`config.mk`:
```
export PLATFORM = sky130hd
export DESIGN_NAME = seg7_scan_n
export DESIGN_NICKNAME = d
export VERILOG_FILES = /design/src/rtl/seg7_scan_n.sv
export SDC_FILE = /design/constraint.sdc
export NUM_CORES = 1
export LEC_CHECK = 0
export BUFFER_PORTS_ARGS = -buffer_cell sky130_fd_sc_hd__clkbuf_2
export CAP_MARGIN = 20
export CORE_UTILIZATION = 45
export CTS_CLUSTER_SIZE = 30
export DETAILED_ROUTE_END_ITERATION = 7
export PLACE_DENSITY = 0.71
export RECOVER_POWER = 100
export SYNTH_ARGS = -nofsm -noshare
export SYNTH_HDL_FRONTEND = slang
export SYNTH_SLANG_ARGS = --single-unit
export TNS_END_PERCENT = 10
```
`constraint.sdc`:
```
create_clock -name clk -period 2.2 [get_ports clk]
set_clock_uncertainty 0.15 [all_clocks]
set_input_delay 0.22 -clock clk [delete_from_list [all_inputs] [get_ports clk]]
set_output_delay 0.22 -clock clk [all_outputs]
set_load 0.1 [all_outputs]
```
`src/rtl/seg7_scan_n.sv`:
```
// Multiplexed common-anode 7-segment scanner: shadow-buffered frame
// loads, per-digit dp/blank/blink, leading-zero suppression, 16-level PWM.
//
// Ports:
//   clk     system clock
//   clr     synchronous active-high reset
//   x       packed hex value, digit i = x[4i+3:4i], digit 0 rightmost
//   dp_in   per-digit decimal point, 1 = lit
//   blank   per-digit force-dark
//   blink   per-digit dark while blink phase is 1
//   lzs     suppress leading zeros (digit 0 always shown)
//   bright  PWM duty, 15 = full, 0 = 1/16
//   load    1-cycle strobe, captures x/dp_in/blank/blink into shadow
//   busy    shadow holds data not yet displayed
//   frame   1-cycle pulse at each frame boundary
//   a_to_g  segments, active low, [6]=a .. [0]=g
//   an      anodes, active low
//   dp      decimal point, active low
module seg7_scan_n #(
   parameter int NUM_DIGITS = 4,
   parameter int PRESCALE_W = 19,
   parameter int BLINK_BIT  = 5
) (
   input  logic                    clk,
   input  logic                    clr,
   input  logic [4*NUM_DIGITS-1:0] x,
   input  logic [NUM_DIGITS-1:0]   dp_in,
   input  logic [NUM_DIGITS-1:0]   blank,
   input  logic [NUM_DIGITS-1:0]   blink,
   input  logic                    lzs,
   input  logic [3:0]              bright,
   input  logic                    load,
   output logic                    busy,
   output logic                    frame,
   output logic [6:0]              a_to_g,
   output logic [NUM_DIGITS-1:0]   an,
   output logic                    dp
);

   localparam int N  = NUM_DIGITS;
   localparam int IW = (N > 1) ? $clog2(N) : 1;
   localparam logic [IW-1:0] LAST = IW'(N - 1);
   localparam logic [N-1:0]  ONE  = N'(1);

   logic [PRESCALE_W-1:0] r_pre;
   logic [IW-1:0]         r_idx;
   logic [7:0]            r_fcnt;

   logic [4*N-1:0]        r_sh_x;
   logic [N-1:0]          r_sh_dp;
   logic [N-1:0]          r_sh_blank;
   logic [N-1:0]          r_sh_blink;

   logic [4*N-1:0]        r_d_x;
   logic [N-1:0]          r_d_dp;
   logic [N-1:0]          r_d_blank;
   logic [N-1:0]          r_d_blink;

   logic                  r_busy;
   logic                  r_frame;
   logic [6:0]            r_seg;
   logic [N-1:0]          r_an;
   logic                  r_dp;

   logic                  w_tick;
   logic                  w_bound;
   logic [3:0]            w_dig;
   logic [N-1:0]          w_lz;
   logic                  w_allz;
   logic                  w_dark;
   logic                  w_on;
   logic [6:0]            w_seg_nxt;
   logic [N-1:0]          w_an_nxt;
   logic                  w_dp_nxt;
   logic                  w_unused;

   function automatic logic [6:0] f_hex(input logic [3:0] d);
      logic [6:0] v;
      v = 7'h7F;
      case (d)
         4'h0: v = 7'h01;
         4'h1: v = 7'h4F;
         4'h2: v = 7'h12;
         4'h3: v = 7'h06;
         4'h4: v = 7'h4C;
         4'h5: v = 7'h24;
         4'h6: v = 7'h20;
         4'h7: v = 7'h0F;
         4'h8: v = 7'h00;
         4'h9: v = 7'h04;
         4'hA: v = 7'h08;
         4'hB: v = 7'h60;
         4'hC: v = 7'h31;
         4'hD: v = 7'h42;
         4'hE: v = 7'h30;
         4'hF: v = 7'h38;
         default: v = 7'h7F;
      endcase
      return v;
   endfunction

   assign w_tick   = &r_pre;
   assign w_bound  = w_tick && (r_idx == LAST);
   // only the blink-phase bit of the frame counter drives logic here
   assign w_unused = ^r_fcnt;

   always_comb begin
      w_dig  = r_d_x[4*r_idx +: 4];
      // w_lz[i]: display digits i..N-1 are all zero
      w_allz = 1'b1;
      w_lz   = '0;
      for (int i = N - 1; i >= 0; i--) begin
         w_allz  = w_allz & (r_d_x[4*i +: 4] == 4'd0);
         w_lz[i] = w_allz;
      end
      w_dark = r_d_blank[r_idx]
             | (r_d_blink[r_idx] & r_fcnt[BLINK_BIT])
             | (lzs & (r_idx != '0) & w_lz[r_idx]);
      w_on   = (r_pre[PRESCALE_W-1 -: 4] <= bright);
      w_an_nxt  = '1;
      w_seg_nxt = 7'h7F;
      w_dp_nxt  = 1'b1;
      if (!w_dark && w_on) begin
         w_an_nxt  = ~(ONE << r_idx);
         w_seg_nxt = f_hex(w_dig);
         w_dp_nxt  = ~r_d_dp[r_idx];
      end
   end

   always_ff @(posedge clk) begin
      if (clr) begin
         r_pre      <= '0;
         r_idx      <= '0;
         r_fcnt     <= '0;
         r_sh_x     <= '0;
         r_sh_dp    <= '0;
         r_sh_blank <= '0;
         r_sh_blink <= '0;
         r_d_x      <= '0;
         r_d_dp     <= '0;
         r_d_blank  <= '0;
         r_d_blink  <= '0;
         r_busy     <= 1'b0;
         r_frame    <= 1'b0;
         r_seg      <= 7'h7F;
         r_an       <= '1;
         r_dp       <= 1'b1;
      end else begin
         r_pre   <= r_pre + 1'b1;
         r_frame <= w_bound;
         if (w_tick)
            r_idx <= (r_idx == LAST) ? '0 : r_idx + 1'b1;
         if (w_bound)
            r_fcnt <= r_fcnt + 8'd1;
         // pending shadow moves to display only between frames
         if (w_bound && r_busy) begin
            r_d_x     <= r_sh_x;
            r_d_dp    <= r_sh_dp;
            r_d_blank <= r_sh_blank;
            r_d_blink <= r_sh_blink;
         end
         // a load at the boundary keeps busy set for the new data
         if (load) begin
            r_sh_x     <= x;
            r_sh_dp    <= dp_in;
            r_sh_blank <= blank;
            r_sh_blink <= blink;
            r_busy     <= 1'b1;
         end else if (w_bound) begin
            r_busy <= 1'b0;
         end
         r_seg <= w_seg_nxt;
         r_an  <= w_an_nxt;
         r_dp  <= w_dp_nxt;
      end
   end

   assign busy   = r_busy;
   assign frame  = r_frame;
   assign a_to_g = r_seg;
   assign an     = r_an;
   assign dp     = r_dp;

endmodule

```
Yosys cells after proc, flatten, opt, wreduce, memory -nomap -nowiden
Memory sizes are Yosys's and may differ from the RTL's. A register that Yosys moved wholly into a read port is not among the register bits. Index checks and enable logic that the tools add are counted. W data, S select, Z words.

Memories: 1. Bits in read-only memories: 112. Bits of input ports: 36. Latch bits: 0. Bits in registers: 92. RAM bits: 0.

$mul: 0. Mux-type cells: 11. Div/mod/pow operators: 0. Add/sub/neg operators: 3. Bitwise operators: 11. $lt $le $gt $ge: 2. Eq/ne operators: 1. Reductions and logical operators: 12. Shifts and indexed selects: 2.

Memories: (no name shown) (words 16, width 7, read ports 1, clocked after Yosys merged registers in 1, wr ports 0, line 80) `case (d)`.

Operator list (count): $add A19 B1 Y19 const B (1); $reduce_and A19 Y1 (1); $logic_not A4 Y1 (4); $shiftx A16 B5 Y4 (1); $add A8 B1 Y8 const B (1); $bmux W1 S2 (4); $and A1 B1 Y1 (6); $mux W1 (6); $le A4 B4 Y1 (1); $not A4 Y4 (1); $reduce_bool A2 Y1 (2); $shl A1 B2 Y4 const A (1); $logic_and A1 B1 Y1 (3); $lt A2 B3 Y1 const B (1); $add A2 B1 Y2 const B (1); $eq A2 B2 Y1 const B (1); $mux W2 (1); $not A1 Y1 (2); $or A1 B1 Y1 (2); $reduce_or A2 Y1 (1); $logic_not A1 Y1 (1).

Logic depth before layout (Yosys ltp)
Gate-level depths: netlist of the first run.

Depth after elaboration: 12. Depth in mapped cells: 8. Gate-level depth less buffers: 7.

Worst setup path after synthesis of the first run
Ideal clock, no wire load.

Path kind: register to register. From: register r_pre[0]. To: register r_d_x[10]. Data arrival time: 1762 ps. Cell stages (with the launch flop): 9. Setup slack: 161 ps. Required time: 1922 ps. Setup time: 128 ps. Period minus slack after synthesis: 2039 ps. Cells stage by stage: dfxtp_1 -> ha_1 -> nand3_1 -> nor3_4 -> nand4_1 -> buf_4 -> buf_4 -> mux2i_1 -> nor2_1.

Cells in the longest elaborated chain, start to end: 3.

Ends and longest elaborated chain: start, declared (line 45) `logic [PRESCALE_W-1:0] r_pre;`; start signal, assigned (line 149) `r_pre <= r_pre + 1'b1;`; $reduce_and A19 Y1 (line 102) `assign w_tick = &r_pre;`; $logic_and A1 B1 Y1 (line 103) `assign w_bound = w_tick && (r_idx == LAST);`; $logic_and A1 B1 Y1 (line 156) `if (w_bound && r_busy) begin`; end signal, assigned (line 157) `r_d_x <= r_sh_x;`; end, declared (line 54) `logic [4*N-1:0] r_d_x;`.

No other way between the ends. A chain may end at the register's enable or synchronous reset.

Final worst setup path of the first run
From: register r_idx[0]. To: register r_seg[3] (netlist: a_to_g[3]).

Cells in the longest elaborated chain, start to end: 9. Elaborated cells on any way between the ends: 17. Those cells by class: 1 x shift; 6 x mux; 6 x bitwise; 4 x reduce/logical.

Ends and longest elaborated chain: start, declared (line 46) `logic [IW-1:0] r_idx;`; start signal, assigned (line 152) `r_idx <= (r_idx == LAST) ? '0 : r_idx + 1'b1;`; $bmux W1 S2 (line 117) `| (r_d_blink[r_idx] & r_fcnt[BLINK_BIT])`; $mux W1 (not written as such) (line 117); $and A1 B1 Y1 (line 117); $or A1 B1 Y1 (line 117); $or A1 B1 Y1 (line 118) `| (lzs & (r_idx != '0) & w_lz[r_idx]);`; $logic_not A1 Y1 (line 123) `if (!w_dark && w_on) begin`; $logic_and A1 B1 Y1 (line 123); $not A1 Y1 (no line); $reduce_or A2 Y1 (no line); end, declared (line 61) `logic [6:0] r_seg;`.

Several ways; a longest one is shown, not always the timed one. The select of a mux whose other input is x is not followed.

==> impl_results.html, run 1 <==
<table>
<tr><th>Metric</th><th>Value</th></tr>
<tr><th colspan="2">Outcome</th></tr>
<tr><td>Outcome</td><td>finished clean</td></tr>
<tr><th colspan="2">Floorplanning</th></tr>
<tr><td>Area of the core</td><td>between 0.008 and 0.009 mm2</td></tr>
<tr><td>Starting utilization of the core area</td><td>46.6%</td></tr>
<tr><td>Horizontal die dimension</td><td>97.3 um</td></tr>
<tr><td>Number of I/O pins</td><td>50</td></tr>
<tr><td>Full die area</td><td>0.00947 mm2</td></tr>
<tr><td>Number of standard-cell rows in the floorplan</td><td>34</td></tr>
<tr><td>Die boundary height</td><td>~97 um</td></tr>
<tr><th colspan="2">Pwr</th></tr>
<tr><td>Leakage</td><td>2.25 nW</td></tr>
<tr><td>Power Total</td><td>3.21 mW</td></tr>
<tr><td>Power density of the placed cells</td><td>about 660 mW/mm2</td></tr>
<tr><td>Worst IR drop on VDD</td><td>0.336 mV</td></tr>
<tr><th colspan="2">Layout</th></tr>
<tr><td>Most common cell after layout, fill and taps aside</td><td>sky130_fd_sc_hd__dfxtp_1</td></tr>
<tr><td>Synthesis-to-finish area growth</td><td>19.1%</td></tr>
<tr><td># fillers</td><td>783</td></tr>
<tr><td>Post-layout nets</td><td>535</td></tr>
<tr><td>Commonest cells after routing, fill and taps aside</td><td>sky130_fd_sc_hd__dfxtp_1, sky130_fd_sc_hd__nor2_1, sky130_fd_sc_hd__mux2i_1, sky130_fd_sc_hd__clkbuf_2, sky130_fd_sc_hd__dlygate4sd3_1</td></tr>
<tr><td>Final core area utilization</td><td>a little under three fifths</td></tr>
<tr><td>Ant diodes</td><td>0</td></tr>
<tr><td>Fraction of final layout cells with drive strength greater than 1</td><td>13.5%</td></tr>
<tr><th colspan="2">Critical path</th></tr>
<tr><td>End of the critical path</td><td>a_to_g[3]$_SDFF_PP1_</td></tr>
<tr><td>Critical path fanouts, max</td><td>7</td></tr>
<tr><td>Worst r2r path cells</td><td>7</td></tr>
<tr><td>CP Launch Point</td><td>r_idx[0]$_SDFFE_PP0N_</td></tr>
<tr><td>Critical path startpoint category</td><td>flop</td></tr>
<tr><td>Data arrival time of the critical path</td><td>between 2000 and 2500 ps</td></tr>
<tr><td>Register-to-Register Setup Slack</td><td>130 ps</td></tr>
<tr><td>Required arrival time at the worst endpoint</td><td>around 2400 ps</td></tr>
<tr><td>Category of the most critical setup path</td><td>flop to flop</td></tr>
<tr><td>RR Startpoint</td><td>r_idx[0]$_SDFFE_PP0N_</td></tr>
<tr><td>Endpoint of the most critical register-to-register path</td><td>a_to_g[3]$_SDFF_PP1_</td></tr>
<tr><td>Critical Path Sink Type</td><td>flop</td></tr>
<tr><th colspan="2">Place</th></tr>
<tr><td>Placer Congestion</td><td>~0.81</td></tr>
<tr><td>Count of buffers inserted at the top-level ports</td><td>just under 50</td></tr>
<tr><td>HPWL after detailed placement</td><td>5200 um</td></tr>
<tr><th colspan="2">Routing</th></tr>
<tr><td>Length of the first detailed-routing pass in iterations</td><td>4</td></tr>
<tr><td>Routed WL</td><td>approximately 7700 um</td></tr>
<tr><td>Via-per-instance ratio</td><td>between 5 and 6</td></tr>
<tr><td>Post-route DRC</td><td>0</td></tr>
<tr><td>Routed len/inst</td><td>between 10 and 15 um</td></tr>
<tr><td>Total vias in the final route</td><td>about 3,000</td></tr>
<tr><td>Antenna viol nets, final</td><td>0</td></tr>
<tr><td>DRT iter0 DRCs</td><td>101</td></tr>
<tr><th colspan="2">STA</th></tr>
<tr><td>Achievable frequency</td><td>a little under 0.5 GHz</td></tr>
<tr><td>RSZ-0062 raised after global routing</td><td>false</td></tr>
<tr><td>Fraction of the cycle the final worst path needs</td><td>94.3%</td></tr>
<tr><td>Final Setup Violations</td><td>0</td></tr>
<tr><td>Hold Fails Final Rpt</td><td>0</td></tr>
<tr><td>Worst-Margin Slew</td><td>1190 ps</td></tr>
<tr><td>Final-layout worst hold slack</td><td>300 ps</td></tr>
<tr><td>TNS Setup</td><td>0 ps</td></tr>
<tr><td>Headroom to the max-slew limit</td><td>21.1%</td></tr>
<tr><td>Final Max Tran Viols</td><td>0</td></tr>
<tr><td>Time the worst path needs with I/O delays and setup</td><td>between 2000 and 2500 ps</td></tr>
<tr><th colspan="2">Clocking</th></tr>
<tr><td>Clock transition at the registers of the reported paths</td><td>about 90 ps</td></tr>
<tr><td>Bufs on Longest Clock Path</td><td>2</td></tr>
<tr><td>TritonCTS clock tree</td><td>done</td></tr>
<tr><td>Root cell of the clock tree</td><td>sky130_fd_sc_hd__clkbuf_8</td></tr>
<tr><td># H-tree levels</td><td>3</td></tr>
<tr><td>Number of setup buffers added after CTS</td><td>0</td></tr>
<tr><td>Clock latency on the worst-skew pair</td><td>about 360 ps</td></tr>
<tr><td>TritonCTS Sinks</td><td>97</td></tr>
<tr><td>Number of buffers added by the clock tree synthesis step</td><td>9</td></tr>
<tr><th colspan="2">Logic synthesis</th></tr>
<tr><td>Number of synthesized register bits</td><td>97</td></tr>
<tr><td>Yosys top cell area share</td><td>47.5%</td></tr>
<tr><td>Gate count after technology mapping</td><td>between 400 and 500</td></tr>
<tr><td>Most area-hungry cell type in the Yosys netlist</td><td>sky130_fd_sc_hd__dfxtp_1</td></tr>
<tr><td>Warning count from the yosys run</td><td>0</td></tr>
<tr><td>Cell types occupying the most area after synthesis</td><td>sky130_fd_sc_hd__dfxtp_1, sky130_fd_sc_hd__mux2i_1, sky130_fd_sc_hd__nor2_1</td></tr>
<tr><td>Sequential share of the synthesized area</td><td>a little under half</td></tr>
<tr><td>Post-Synthesis Net Count</td><td>459</td></tr>
<tr><td>Area of the mapped netlist</td><td>0.00409 mm2</td></tr>
<tr><td>Count of unique library cells instantiated by Yosys</td><td>38</td></tr>
<tr><td>Post-Synthesis Mean Instance Area</td><td>about 10 um2</td></tr>
<tr><th colspan="2">GRT</th></tr>
<tr><td>Via count of the first global-routing pass</td><td>2,915</td></tr>
<tr><td>Global route overflow</td><td>0</td></tr>
<tr><td>Pin count of the biggest net entering global routing</td><td>86</td></tr>
<tr><td>Overall routing resource usage</td><td>17.1%</td></tr>
<tr><td>Number of antenna violations at the first check in global routing</td><td>0</td></tr>
<tr><td>First-pass GRT wire length</td><td>13,200 um</td></tr>
<tr><th colspan="2">Worst hold path</th></tr>
<tr><td>Class of the tightest hold or removal check</td><td>input port to flop</td></tr>
<tr><th colspan="2">Job</th></tr>
<tr><td>Number of max-cap violations</td><td>0</td></tr>
</table>
[sequential cells by signal, indices dropped and copies added, names as in the netlist, 2 cells and up]
signal      count
r_d_x          16
r_idx           2
r_sh_dp         4
r_d_dp          4
r_d_blink       4
r_sh_blank      4
r_d_blank       4
r_sh_x         16
r_sh_blink      4
an              4
r_fcnt          6
r_pre          19
a_to_g          7
[where the power goes]
| group | internal, mW | total [mW] | switching (mW) |
|---|---|---|---|
| clock | 0.491 | 1.12 | 0.631 |
| sequential | 1.80 | 1.83 | 0.0256 |
| combinational | 0.104 | 0.262 | 0.158 |
[cells in the mapped netlist (all sizes together)]
library cell  number
mux4               7
or3                4
dfxtp             97
xnor2              6
nand2             22
xor2              13
mux2               2
and2               4
o21ai              7
o211ai             2
nor3               1
and4               3
nand3b             1
inv               10
nor2              85
nand4              7
buf               13
o21a               1
nand2b             2
a22oi              2
clkbuf             9
ha                16
mux2i             58
nor2b              3
o221ai             1
a211oi             2
and3               2
nor4               4
nand3             13
a211o              1
a21oi              9
[cells by family after synthesis]
logic type / Yosys count / share of synthesized area [%]
simple gates: 151 / 16.7
flops: 97 / 47.5
fa+ha+maj: 16 / 4.90
xor+xnor: 19 / 4.07
buf+inv: 32 / 3.80
compound gates: 25 / 3.92
mux: 67 / 19.1
[critical path, stage by stage (launching register included)]
cell,delay (ps)
sky130_fd_sc_hd__dfxtp_2,440
sky130_fd_sc_hd__mux4_1,690
sky130_fd_sc_hd__inv_1,150
sky130_fd_sc_hd__ha_1,250
sky130_fd_sc_hd__nor2_1,70
sky130_fd_sc_hd__a21oi_1,130
sky130_fd_sc_hd__o21ai_0,90
sky130_fd_sc_hd__nand2_1,60
[area by class of cell]
type | count | area (um2) | share of cell area [%]
inverters | 10 | 37.5 | 0.771
well taps | 108 | 135 | 2.77
clock buffers | 11 | 151 | 3.11
flip-flops and latches | 97 | 1940 | 39.9
clock inverters | 5 | 45.0 | 0.925
repair buffers | 87 | 577 | 11.8
multi-input cells | 278 | 1980 | 40.7
[metrics by stage]
stage                     instance area, um2  cells  worst slack [ps]
after global placement                  4440    552              96.3
after global routing                    4870    596             0.984
final                                   4870    596               126
after detailed placement                4440    552              12.7
after floorplan                         4090    407               161
after CTS                               4920    596               113
[layer usage]
layer  up-vias  share of wire (%)  global-route usage, %
met5         -                  0                      0
met4         0                1.4                   5.54
met3        10                3.8                   4.82
met2        47                 45                   26.3
met1      1408                 49                   23.1
li1       1540                  -                      -
[what timing repair did]
action,CTS,global route
gates cloned,0,0
hold buffers,28,0
setup endpoints to repair,2,17
hold endpoints to repair,28,0
resized for setup,1,0
pin swaps,0,1
[worst min-delay path by stage]
stage                        start                    endpoint  cells past startpoint
6_report                       clr        a_to_g[5]$_SDFF_PP1_                      5
5_1_grt                        clr        a_to_g[3]$_SDFF_PP1_                      5
4_1_cts                        clr        a_to_g[5]$_SDFF_PP1_                      5
3_5_place_dp   r_pre[0]$_SDFF_PP0_         r_pre[0]$_SDFF_PP0_                      1
3_3_place_gp   r_pre[0]$_SDFF_PP0_         r_pre[0]$_SDFF_PP0_                      1
2_1_floorplan             blank[0]  r_sh_blank[0]$_SDFFE_PP0P_                      2
Note: power is estimated with default switching activity, not from simulation.
==> run 2, diff against run 1 <==
--- a/config.mk
+++ b/config.mk
@@ -7,10 +7,10 @@
 export LEC_CHECK = 0
 export BUFFER_PORTS_ARGS = -buffer_cell sky130_fd_sc_hd__clkbuf_2
 export CAP_MARGIN = 20
-export CORE_UTILIZATION = 45
+export CORE_UTILIZATION = 50
 export CTS_CLUSTER_SIZE = 30
 export DETAILED_ROUTE_END_ITERATION = 7
-export PLACE_DENSITY = 0.71
+export PLACE_DENSITY = 0.77
 export RECOVER_POWER = 100
 export SYNTH_ARGS = -nofsm -noshare
 export SYNTH_HDL_FRONTEND = slang
==> impl_results.html, run 2 (synthesis gave the netlist of run 1 again) <==
<table>
<tr><th>Metric</th><th>Value</th></tr>
<tr><th colspan="2">Outcome</th></tr>
<tr><td>Outcome</td><td>finished clean</td></tr>
<tr><th colspan="2">GRT</th></tr>
<tr><td>Global route overflow</td><td>0 (unchanged)</td></tr>
<tr><td>Number of antenna violations at the first check in global routing</td><td>0 (unchanged)</td></tr>
<tr><td>Pin count of the biggest net entering global routing</td><td>86 (unchanged)</td></tr>
<tr><td>First-pass GRT wire length</td><td>13,500 um (+2.8%)</td></tr>
<tr><td>Via count of the first global-routing pass</td><td>2,891 (-0.82%)</td></tr>
<tr><td>Overall routing resource usage</td><td>19.8% (+2.7 points)</td></tr>
<tr><th colspan="2">Layout</th></tr>
<tr><td>Flip-flop count of the largest register, all copies and words added</td><td>19 (unchanged)</td></tr>
<tr><td>Register with the most flip-flops</td><td>r_pre</td></tr>
<tr><td>Synthesis-to-finish area growth</td><td>20.7%</td></tr>
<tr><td>Ant diodes</td><td>0 (unchanged)</td></tr>
<tr><td>Fraction of final layout cells with drive strength greater than 1</td><td>14.8% (+1.3 points)</td></tr>
<tr><td>Biggest registers after layout</td><td>r_pre (19), r_d_x (16), r_sh_x (16)</td></tr>
<tr><td>Post-route insts no fill</td><td>595 (-0.17%)</td></tr>
<tr><td>Commonest cells after routing, fill and taps aside</td><td>sky130_fd_sc_hd__dfxtp_1, sky130_fd_sc_hd__nor2_1, sky130_fd_sc_hd__mux2i_1, sky130_fd_sc_hd__clkbuf_2, sky130_fd_sc_hd__dlygate4sd3_1</td></tr>
<tr><td>Post-layout nets</td><td>540 (+0.93%)</td></tr>
<tr><td>Most common cell after layout, fill and taps aside</td><td>sky130_fd_sc_hd__dfxtp_1</td></tr>
<tr><th colspan="2">Pwr</th></tr>
<tr><td>Proportion of power drawn by the clock network</td><td>35.9% (+0.9 points)</td></tr>
<tr><td>Power density of the placed cells</td><td>662 mW/mm2 (+0.53%)</td></tr>
<tr><td>Worst IR drop on VDD</td><td>0.350 mV (+4.3%)</td></tr>
<tr><td>Cell-internal power</td><td>2.50 mW (+4.3%)</td></tr>
<tr><td>Net load switching power</td><td>0.773 mW (-5.2%)</td></tr>
<tr><td>Fraction of power spent switching nets</td><td>23.6% (-1.8 points)</td></tr>
<tr><td>Comb pwr share</td><td>8.3% (about the same)</td></tr>
<tr><td>Leakage</td><td>2.27 nW (+1.1%)</td></tr>
<tr><td>Flop pwr share</td><td>55.8% (-1.1 points)</td></tr>
<tr><td>Power Total</td><td>3.27 mW (+1.9%)</td></tr>
<tr><th colspan="2">STA</th></tr>
<tr><td>Post-layout worst setup margin</td><td>110 ps (-16.1 ps)</td></tr>
<tr><td>TNS Setup</td><td>0 ps (unchanged)</td></tr>
<tr><td>Final-layout worst hold slack</td><td>205 ps (-95.8 ps)</td></tr>
<tr><td>Hold Fails Final Rpt</td><td>0 (unchanged)</td></tr>
<tr><td>Fraction of the cycle the final worst path needs</td><td>95.0% (+0.73 points)</td></tr>
<tr><td>RSZ-0062 raised after global routing</td><td>false</td></tr>
<tr><td>Time the worst path needs with I/O delays and setup</td><td>2090 ps (+16.1 ps)</td></tr>
<tr><td>Achievable frequency</td><td>0.478 GHz (-0.77%)</td></tr>
<tr><td>Headroom to the max-slew limit</td><td>21.7% (+0.61 points)</td></tr>
<tr><td>Final Setup Violations</td><td>0 (unchanged)</td></tr>
<tr><td>Final Max Tran Viols</td><td>0 (unchanged)</td></tr>
<tr><td>Worst-Margin Slew</td><td>1180 ps (-9.15 ps)</td></tr>
<tr><th colspan="2">Critical path</th></tr>
<tr><td>Worst r2r path cells</td><td>5 (-2)</td></tr>
<tr><td>Required arrival time at the worst endpoint</td><td>2290 ps (-70 ps)</td></tr>
<tr><td>Endpoint of the most critical register-to-register path</td><td>a_to_g[0]$_SDFF_PP1_</td></tr>
<tr><td>Worst path max stage delay</td><td>490 ps (-200 ps)</td></tr>
<tr><td>Worst path slowest cell</td><td>sky130_fd_sc_hd__mux4_2</td></tr>
<tr><td>Critical path startpoint category</td><td>flop</td></tr>
<tr><td>Critical path fanouts, max</td><td>5 (-2)</td></tr>
<tr><td>RR Startpoint</td><td>r_idx[0]$_SDFFE_PP0N_</td></tr>
<tr><td>Register-to-Register Setup Slack</td><td>110 ps (-20 ps)</td></tr>
<tr><td>Category of the most critical setup path</td><td>flop to flop</td></tr>
<tr><td>CP Launch Point</td><td>r_idx[0]$_SDFFE_PP0N_</td></tr>
<tr><td>Critical Path Sink Type</td><td>flop</td></tr>
<tr><td>Crit path cell chain</td><td>mux4_2, a211o_1, a211oi_4, clkbuf_1, o211ai_1</td></tr>
<tr><td>Data arrival time of the critical path</td><td>2180 ps (-50 ps)</td></tr>
<tr><th colspan="2">Clocking</th></tr>
<tr><td>TritonCTS clock tree</td><td>done</td></tr>
<tr><td>TritonCTS Sinks</td><td>97 (unchanged)</td></tr>
<tr><td>Clock latency on the worst-skew pair</td><td>350 ps (about the same)</td></tr>
<tr><td>Root cell of the clock tree</td><td>sky130_fd_sc_hd__clkbuf_8</td></tr>
<tr><td>Number of buffers added by the clock tree synthesis step</td><td>9 (unchanged)</td></tr>
<tr><td>Bufs on Longest Clock Path</td><td>2 (unchanged)</td></tr>
<tr><td>Clock transition at the registers of the reported paths</td><td>90 ps (about the same)</td></tr>
<tr><td># H-tree levels</td><td>3 (unchanged)</td></tr>
<tr><th colspan="2">Floorplanning</th></tr>
<tr><td>Full die area</td><td>0.00854 mm2 (-9.8%)</td></tr>
<tr><td>Die boundary height</td><td>92.4 um (-5.0%)</td></tr>
<tr><td>Number of I/O pins</td><td>50 (unchanged)</td></tr>
<tr><td>Horizontal die dimension</td><td>92.4 um (-5.0%)</td></tr>
<tr><td>Number of standard-cell rows in the floorplan</td><td>32 (-5.9%)</td></tr>
<tr><td>Area of the core</td><td>0.00781 mm2 (-11%)</td></tr>
<tr><td>Starting utilization of the core area</td><td>52.4% (+5.7 points)</td></tr>
<tr><th colspan="2">Routing</th></tr>
<tr><td>Post-route DRC</td><td>0 (unchanged)</td></tr>
<tr><td>Via-per-instance ratio</td><td>5.11 (+1.3%)</td></tr>
<tr><td>Length of the first detailed-routing pass in iterations</td><td>4 (unchanged)</td></tr>
<tr><td>Total vias in the final route</td><td>3,040 (+1.2%)</td></tr>
<tr><td>Antenna viol nets, final</td><td>0 (unchanged)</td></tr>
<tr><td>Routed len/inst</td><td>13.0 um (+1.1%)</td></tr>
<tr><td>DRT iter0 DRCs</td><td>157 (+55%)</td></tr>
<tr><td>Routed WL</td><td>7730 um (+0.90%)</td></tr>
<tr><th colspan="2">Worst hold path</th></tr>
<tr><td>Hold-critical path endpoint</td><td>an[2]$_SDFF_PP1_</td></tr>
<tr><td>Min-Delay Startpoint</td><td>clr</td></tr>
<tr><td>Class of the tightest hold or removal check</td><td>input port to flop</td></tr>
<tr><td>Number of instances on the worst hold path</td><td>4 (-1)</td></tr>
<tr><th colspan="2">Place</th></tr>
<tr><td>HPWL after detailed placement</td><td>5210 um (+0.21%)</td></tr>
<tr><td>Place WS</td><td>-263 ps (-276 ps)</td></tr>
<tr><td>Count of buffers inserted at the top-level ports</td><td>49 (unchanged)</td></tr>
<tr><td>Placed Cells incl. Taps</td><td>547 (-0.91%)</td></tr>
<tr><td>Placer Congestion</td><td>0.757 (-6.4%)</td></tr>
<tr><th colspan="2">Job</th></tr>
<tr><td>Number of max-cap violations</td><td>0 (unchanged)</td></tr>
</table>
run 2: cell count changes in the layout (fill, tap and decap cells not counted), sizes merged:
| cell | change |
|---|---|
| buf | +5 |
| inv | -3 |
| bufinv | +1 |
| clkbuf | +1 |
| clkinv | +1 |
run 2: worst max-delay path, delay by kind of cell (launching register included):
family                 cells  cell delay (ps)
buffers and inverters      1              180
AOI/OAI and AO/OA          3              770
DFF                        1              380
muxes                      1              490
run 2: area by class of cell:
class                   count  area, um2
well taps                 102        128
inverters                  10       37.5
fillers                   646       2870
clock buffers              12        155
repair buffers             92        629
clock inverters             4       51.3
multi-input cells         278       1990
flip-flops and latches     97       1940
run 2: worst max-delay path by stage:
stage                                  end  slack [ps]  cells past startpoint
detailed placement    a_to_g[4]$_SDFF_PP1_        -260                      4
global route         r_d_x[8]$_SDFFE_PP0P_           5                      7
finish                a_to_g[0]$_SDFF_PP1_         110                      5
CTS                   a_to_g[3]$_SDFF_PP1_          10                      7
floorplan           r_d_x[10]$_SDFFE_PP0P_         160                      8
global placement      a_to_g[4]$_SDFF_PP1_        -210                      4
run 2: per-layer routing:
metal / vias up / GRT usage, % / share of wire, %
met5: - / 0 / 0
met4: 0 / 7.94 / 1.6
met3: 13 / 2.96 / 3.6
met2: 65 / 31.8 / 46
met1: 1419 / 26.6 / 48
li1: 1543 / - / -
run 2: metrics by stage:
stage                     util (%)  instance area, um2
after floorplan                  -                4090
after global placement        57.0                4450
after detailed placement      57.0                4450
after CTS                     63.6                4960
after global routing          63.2                4930
final                         63.2                4930
run 2: repair_timing:
action | 4_1_cts | 5_1_grt
hold buffers | 28 | 0
endpoints found under the setup margin | 12 | 9
endpoints found under the hold margin | 28 | 0
buffers inserted | 3 | 1
gates resized for setup | 2 | 3
pin swaps | 1 | 0
run 2: power groups by stage:
stage	clock network, mW	logic [mW]	registers [mW]
floorplan	0	0.0993	1.93
global placement	0	0.223	1.86
detailed placement	0	0.228	1.87
CTS	1.21	0.274	1.83
global route	1.29	0.292	1.83
finish	1.17	0.270	1.82
==> run 3, diff against run 2 <==
--- a/config.mk
+++ b/config.mk
@@ -5,6 +5,7 @@
 export SDC_FILE = /design/constraint.sdc
 export NUM_CORES = 1
 export LEC_CHECK = 0
+export ABC_AREA = 1
 export BUFFER_PORTS_ARGS = -buffer_cell sky130_fd_sc_hd__clkbuf_2
 export CAP_MARGIN = 20
 export CORE_UTILIZATION = 50
==> impl_results.html, run 3 <==
<table>
<tr><th>Metric</th><th>Value</th></tr>
<tr><th colspan="2">Outcome</th></tr>
<tr><td>Outcome</td><td>complete, but fails checks</td></tr>
<tr><td>Violated checks</td><td>capacitance limit</td></tr>
<tr><th colspan="2">GRT</th></tr>
<tr><td>Number of antenna violations at the first check in global routing</td><td>0 (unchanged)</td></tr>
<tr><td>Pin count of the biggest net entering global routing</td><td>47 (-45%)</td></tr>
<tr><td>Global route overflow</td><td>0 (unchanged)</td></tr>
<tr><td>Via count of the first global-routing pass</td><td>3,614 (+25%)</td></tr>
<tr><td>Overall routing resource usage</td><td>22.7% (+2.9 points)</td></tr>
<tr><td>First-pass GRT wire length</td><td>16,400 um (+21%)</td></tr>
<tr><th colspan="2">Floorplanning</th></tr>
<tr><td>Horizontal die dimension</td><td>95.7 um (+3.6%)</td></tr>
<tr><td>Die boundary height</td><td>95.7 um (+3.6%)</td></tr>
<tr><td>Starting utilization of the core area</td><td>52.6% (+0.28 points)</td></tr>
<tr><td>Number of I/O pins</td><td>50 (unchanged)</td></tr>
<tr><td>Number of standard-cell rows in the floorplan</td><td>33 (+3.1%)</td></tr>
<tr><td>Area of the core</td><td>0.00834 mm2 (+6.8%)</td></tr>
<tr><td>Full die area</td><td>0.00916 mm2 (+7.2%)</td></tr>
<tr><th colspan="2">Critical path</th></tr>
<tr><td>Required arrival time at the worst endpoint</td><td>2360 ps (+70 ps)</td></tr>
<tr><td>Critical path startpoint category</td><td>flop</td></tr>
<tr><td>Data arrival time of the critical path</td><td>2160 ps (-20 ps)</td></tr>
<tr><td>Worst path max stage delay</td><td>440 ps (-50 ps)</td></tr>
<tr><td>Category of the most critical setup path</td><td>flop to flop</td></tr>
<tr><td>Critical Path Sink Type</td><td>flop</td></tr>
<tr><td>Worst path slowest cell</td><td>sky130_fd_sc_hd__dfxtp_1</td></tr>
<tr><td>Critical path fanouts, max</td><td>9 (+4)</td></tr>
<tr><td>Crit path cell chain</td><td>clkinv_1, nand3_1, nand2_1, inv_1, ha_1, inv_1, o21ai_0, nand2_1, nand2_1, inv_1, nand2_1</td></tr>
<tr><td>Count of buffering cells on the critical path with inverters included</td><td>4 (+3)</td></tr>
<tr><td>Critical Path Most Common Cell</td><td>sky130_fd_sc_hd__nand2_1</td></tr>
<tr><td>CP top delay family</td><td>simple AND/OR/NAND/NOR gates</td></tr>
<tr><th colspan="2">Routing</th></tr>
<tr><td>Antenna viol nets, final</td><td>0 (unchanged)</td></tr>
<tr><td>Routed len/inst</td><td>12.4 um (-4.3%)</td></tr>
<tr><td>Post-route DRC</td><td>0 (unchanged)</td></tr>
<tr><td>Length of the first detailed-routing pass in iterations</td><td>5 (+1)</td></tr>
<tr><td>Total vias in the final route</td><td>3,926 (+29%)</td></tr>
<tr><td>DRT iter0 DRCs</td><td>227 (+45%)</td></tr>
<tr><td>Via-per-instance ratio</td><td>5.07 (-0.72%)</td></tr>
<tr><td>Routed WL</td><td>9620 um (+25%)</td></tr>
<tr><th colspan="2">Layout</th></tr>
<tr><td>Final design area excluding fillers</td><td>0.00512 mm2 (+3.8%)</td></tr>
<tr><td>Post-route insts no fill</td><td>774 (+30%)</td></tr>
<tr><td>Synthesis-to-finish area growth</td><td>16.6%</td></tr>
<tr><td>Fraction of final layout cells with drive strength greater than 1</td><td>11.4% (-3.4 points)</td></tr>
<tr><td>Most common cell after layout, fill and taps aside</td><td>sky130_fd_sc_hd__nand2_1</td></tr>
<tr><td>Ant diodes</td><td>0 (unchanged)</td></tr>
<tr><td>Biggest registers after layout</td><td>r_pre (19), r_d_x (16), r_sh_x (16)</td></tr>
<tr><td>Commonest cells after routing, fill and taps aside</td><td>sky130_fd_sc_hd__nand2_1, sky130_fd_sc_hd__dfxtp_1, sky130_fd_sc_hd__nor2_1, sky130_fd_sc_hd__a21oi_1</td></tr>
<tr><td>Final core area utilization</td><td>61.4% (-1.8 points)</td></tr>
<tr><td>Post-layout nets</td><td>716 (+33%)</td></tr>
<tr><td>Flip-flop count of the largest register, all copies and words added</td><td>19 (unchanged)</td></tr>
<tr><td>Register with the most flip-flops</td><td>r_pre</td></tr>
<tr><th colspan="2">Clocking</th></tr>
<tr><td>TritonCTS Sinks</td><td>97 (unchanged)</td></tr>
<tr><td>Bufs on Longest Clock Path</td><td>2 (unchanged)</td></tr>
<tr><td>TritonCTS clock tree</td><td>done</td></tr>
<tr><td>Clock transition at the registers of the reported paths</td><td>100 ps (about the same)</td></tr>
<tr><td>Number of buffers added by the clock tree synthesis step</td><td>9 (unchanged)</td></tr>
<tr><td>Root cell of the clock tree</td><td>sky130_fd_sc_hd__clkbuf_8</td></tr>
<tr><td>Number of setup buffers added after CTS</td><td>0 (-3)</td></tr>
<tr><td>Clock latency on the worst-skew pair</td><td>370 ps (+20 ps)</td></tr>
<tr><td># H-tree levels</td><td>3 (unchanged)</td></tr>
<tr><th colspan="2">Logic synthesis</th></tr>
<tr><td>Sequential share of the synthesized area</td><td>44.2% (-3.3 points)</td></tr>
<tr><td>Cell types occupying the most area after synthesis</td><td>sky130_fd_sc_hd__dfxtp_1, sky130_fd_sc_hd__nand2_1, sky130_fd_sc_hd__nor2_1</td></tr>
<tr><td>Yosys top cell area share</td><td>44.2% (-3.3 points)</td></tr>
<tr><td>Number of enable-type register cells in the synthesized netlist</td><td>0 (unchanged)</td></tr>
<tr><td>Async S/R FF share, synth</td><td>0% (unchanged)</td></tr>
<tr><td>Count of unique library cells instantiated by Yosys</td><td>34 (-11%)</td></tr>
<tr><td>Top-count cell post-synth</td><td>sky130_fd_sc_hd__nand2_1</td></tr>
<tr><td>Post-Synthesis Mean Instance Area</td><td>7.38 um2 (-27%)</td></tr>
<tr><td>Number of synthesized register bits</td><td>97 (unchanged)</td></tr>
<tr><td>Post-Synthesis Net Count</td><td>647 (+41%)</td></tr>
<tr><td>Dominant register cell in the synthesized netlist</td><td>sky130_fd_sc_hd__dfxtp_1</td></tr>
<tr><td>Most area-hungry cell type in the Yosys netlist</td><td>sky130_fd_sc_hd__dfxtp_1</td></tr>
<tr><td>Gate count after technology mapping</td><td>595 (+46%)</td></tr>
<tr><td>Area of the mapped netlist</td><td>0.00439 mm2 (+7.4%)</td></tr>
<tr><td>Warning count from the yosys run</td><td>0 (unchanged)</td></tr>
<tr><td>Synth top cells by count</td><td>sky130_fd_sc_hd__nand2_1, sky130_fd_sc_hd__dfxtp_1, sky130_fd_sc_hd__nor2_1</td></tr>
<tr><th colspan="2">Pwr</th></tr>
<tr><td>Power density of the placed cells</td><td>628 mW/mm2 (-5.2%)</td></tr>
<tr><td>Proportion of power drawn by the clock network</td><td>34.3% (-1.6 points)</td></tr>
<tr><td>Comb pwr share</td><td>8.8% (+0.5 points)</td></tr>
<tr><td>Worst IR drop on VDD</td><td>0.399 mV (+14%)</td></tr>
<tr><td>Net load switching power</td><td>0.878 mW (+14%)</td></tr>
<tr><td>Leakage</td><td>2.13 nW (-6.2%)</td></tr>
<tr><td>Cell-internal power</td><td>2.34 mW (-6.4%)</td></tr>
<tr><td>Flop pwr share</td><td>56.9% (+1.1 points)</td></tr>
<tr><td>Fraction of power spent switching nets</td><td>27.3% (+3.7 points)</td></tr>
<tr><th colspan="2">STA</th></tr>
<tr><td>Fraction of the cycle the final worst path needs</td><td>90.9% (-4.2 points)</td></tr>
<tr><td>Final Setup Violations</td><td>0 (unchanged)</td></tr>
<tr><td>Hold Fails Final Rpt</td><td>0 (unchanged)</td></tr>
<tr><td>Headroom to the max-slew limit</td><td>0.506% (-21 points)</td></tr>
<tr><td>Achievable frequency</td><td>0.500 GHz (+4.6%)</td></tr>
<tr><td>Time the worst path needs with I/O delays and setup</td><td>2000 ps (-91.4 ps)</td></tr>
<tr><td>TNS Setup</td><td>0 ps (unchanged)</td></tr>
<tr><td>Final Max Tran Viols</td><td>0 (unchanged)</td></tr>
<tr><td>Worst-Margin Slew</td><td>1490 ps (+313 ps)</td></tr>
<tr><td>RSZ-0062 raised after global routing</td><td>false</td></tr>
<tr><th colspan="2">Worst hold path</th></tr>
<tr><td>Class of the tightest hold or removal check</td><td>input port to flop</td></tr>
<tr><th colspan="2">Place</th></tr>
<tr><td>HPWL after detailed placement</td><td>6410 um (+23%)</td></tr>
<tr><td>Placer Congestion</td><td>0.875 (+16%)</td></tr>
<tr><td>Placed Cells incl. Taps</td><td>730 (+33%)</td></tr>
<tr><td>Count of buffers inserted at the top-level ports</td><td>49 (unchanged)</td></tr>
<tr><td>Area after detailed placement</td><td>0.00469 mm2 (+5.3%)</td></tr>
<tr><th colspan="2">Job</th></tr>
<tr><td>Number of max-cap violations</td><td>1 (+1)</td></tr>
</table>
[run 3: power by group through the flow]
stage	Clock [mW]	Combinational [mW]	Sequential, mW
floorplan	0	0.106	1.94
global placement	0	0.240	1.87
detailed placement	0	0.245	1.87
CTS	1.13	0.285	1.83
global route	1.21	0.312	1.84
finish	1.10	0.284	1.83
[run 3: logic make-up after synthesis]
kind of cell               Yosys count  synth area share [%]
and+or+nand+nor                    297                  29.9
adders and majority gates           16                  4.56
AOI/OAI and AO/OA                  107                  12.3
DFF                                 97                  44.2
buffers and inverters               71                  7.61
xor gates and xnor gates             7                  1.40
[run 3: timing repair]
action                                  4_1_cts  5_1_grt
endpoints found under the setup margin        0        4
endpoints found under the hold margin        28        0
hold buffers                                 28        0
resized for setup                             0        1
[run 3: layer usage]
metal  up-vias  track usage [%]  share of wire, %
met5         -                0                 0
met4         0             8.21               1.6
met3        12             3.79               4.4
met2        97             35.6                44
met1      1753             31.5                50
li1       2064                -                 -
[run 3: worst paths after layout]
kind / from / endpoint / slack [ps] / cells past startpoint
min reg2reg: r_d_blink[1]$_SDFFE_PP0P_ / r_d_blink[1]$_SDFFE_PP0P_ / 330 / 2
max reg2reg: r_idx[1]$_SDFFE_PP0N_ / a_to_g[6]$_SDFF_PP1_ / 200 / 11
max: r_idx[1]$_SDFFE_PP0N_ / a_to_g[6]$_SDFF_PP1_ / 200 / 11
min: load / r_sh_x[6]$_SDFFE_PP0P_ / 190 / 4
[run 3: worst register-to-register path, stage by stage (launching register included)]
cell                       delay [ps]
sky130_fd_sc_hd__dfxtp_1          440
sky130_fd_sc_hd__clkinv_1         270
sky130_fd_sc_hd__nand3_1          170
sky130_fd_sc_hd__nand2_1          160
sky130_fd_sc_hd__inv_1            140
sky130_fd_sc_hd__ha_1             180
sky130_fd_sc_hd__inv_1             60
sky130_fd_sc_hd__o21ai_0          160
sky130_fd_sc_hd__nand2_1           70
sky130_fd_sc_hd__nand2_1           60
sky130_fd_sc_hd__inv_1             30
sky130_fd_sc_hd__nand2_1           60
[run 3: stage by stage]
stage	total power [mW]	worst slack [ps]	hold slack (ps)
global route	3.36	5.36	246
floorplan	2.04	281	205
finish	3.22	201	195
CTS	3.24	127	188
detailed placement	2.12	142	297
global placement	2.11	252	291
[run 3: layout make-up]
type	instances	area, um2
flip-flops and latches	97	1940
well taps	105	131
clock inverters	7	62.6
inverters	44	165
clock buffers	9	124
repair buffers	85	587
fillers	737	3220
multi-input cells	427	2110
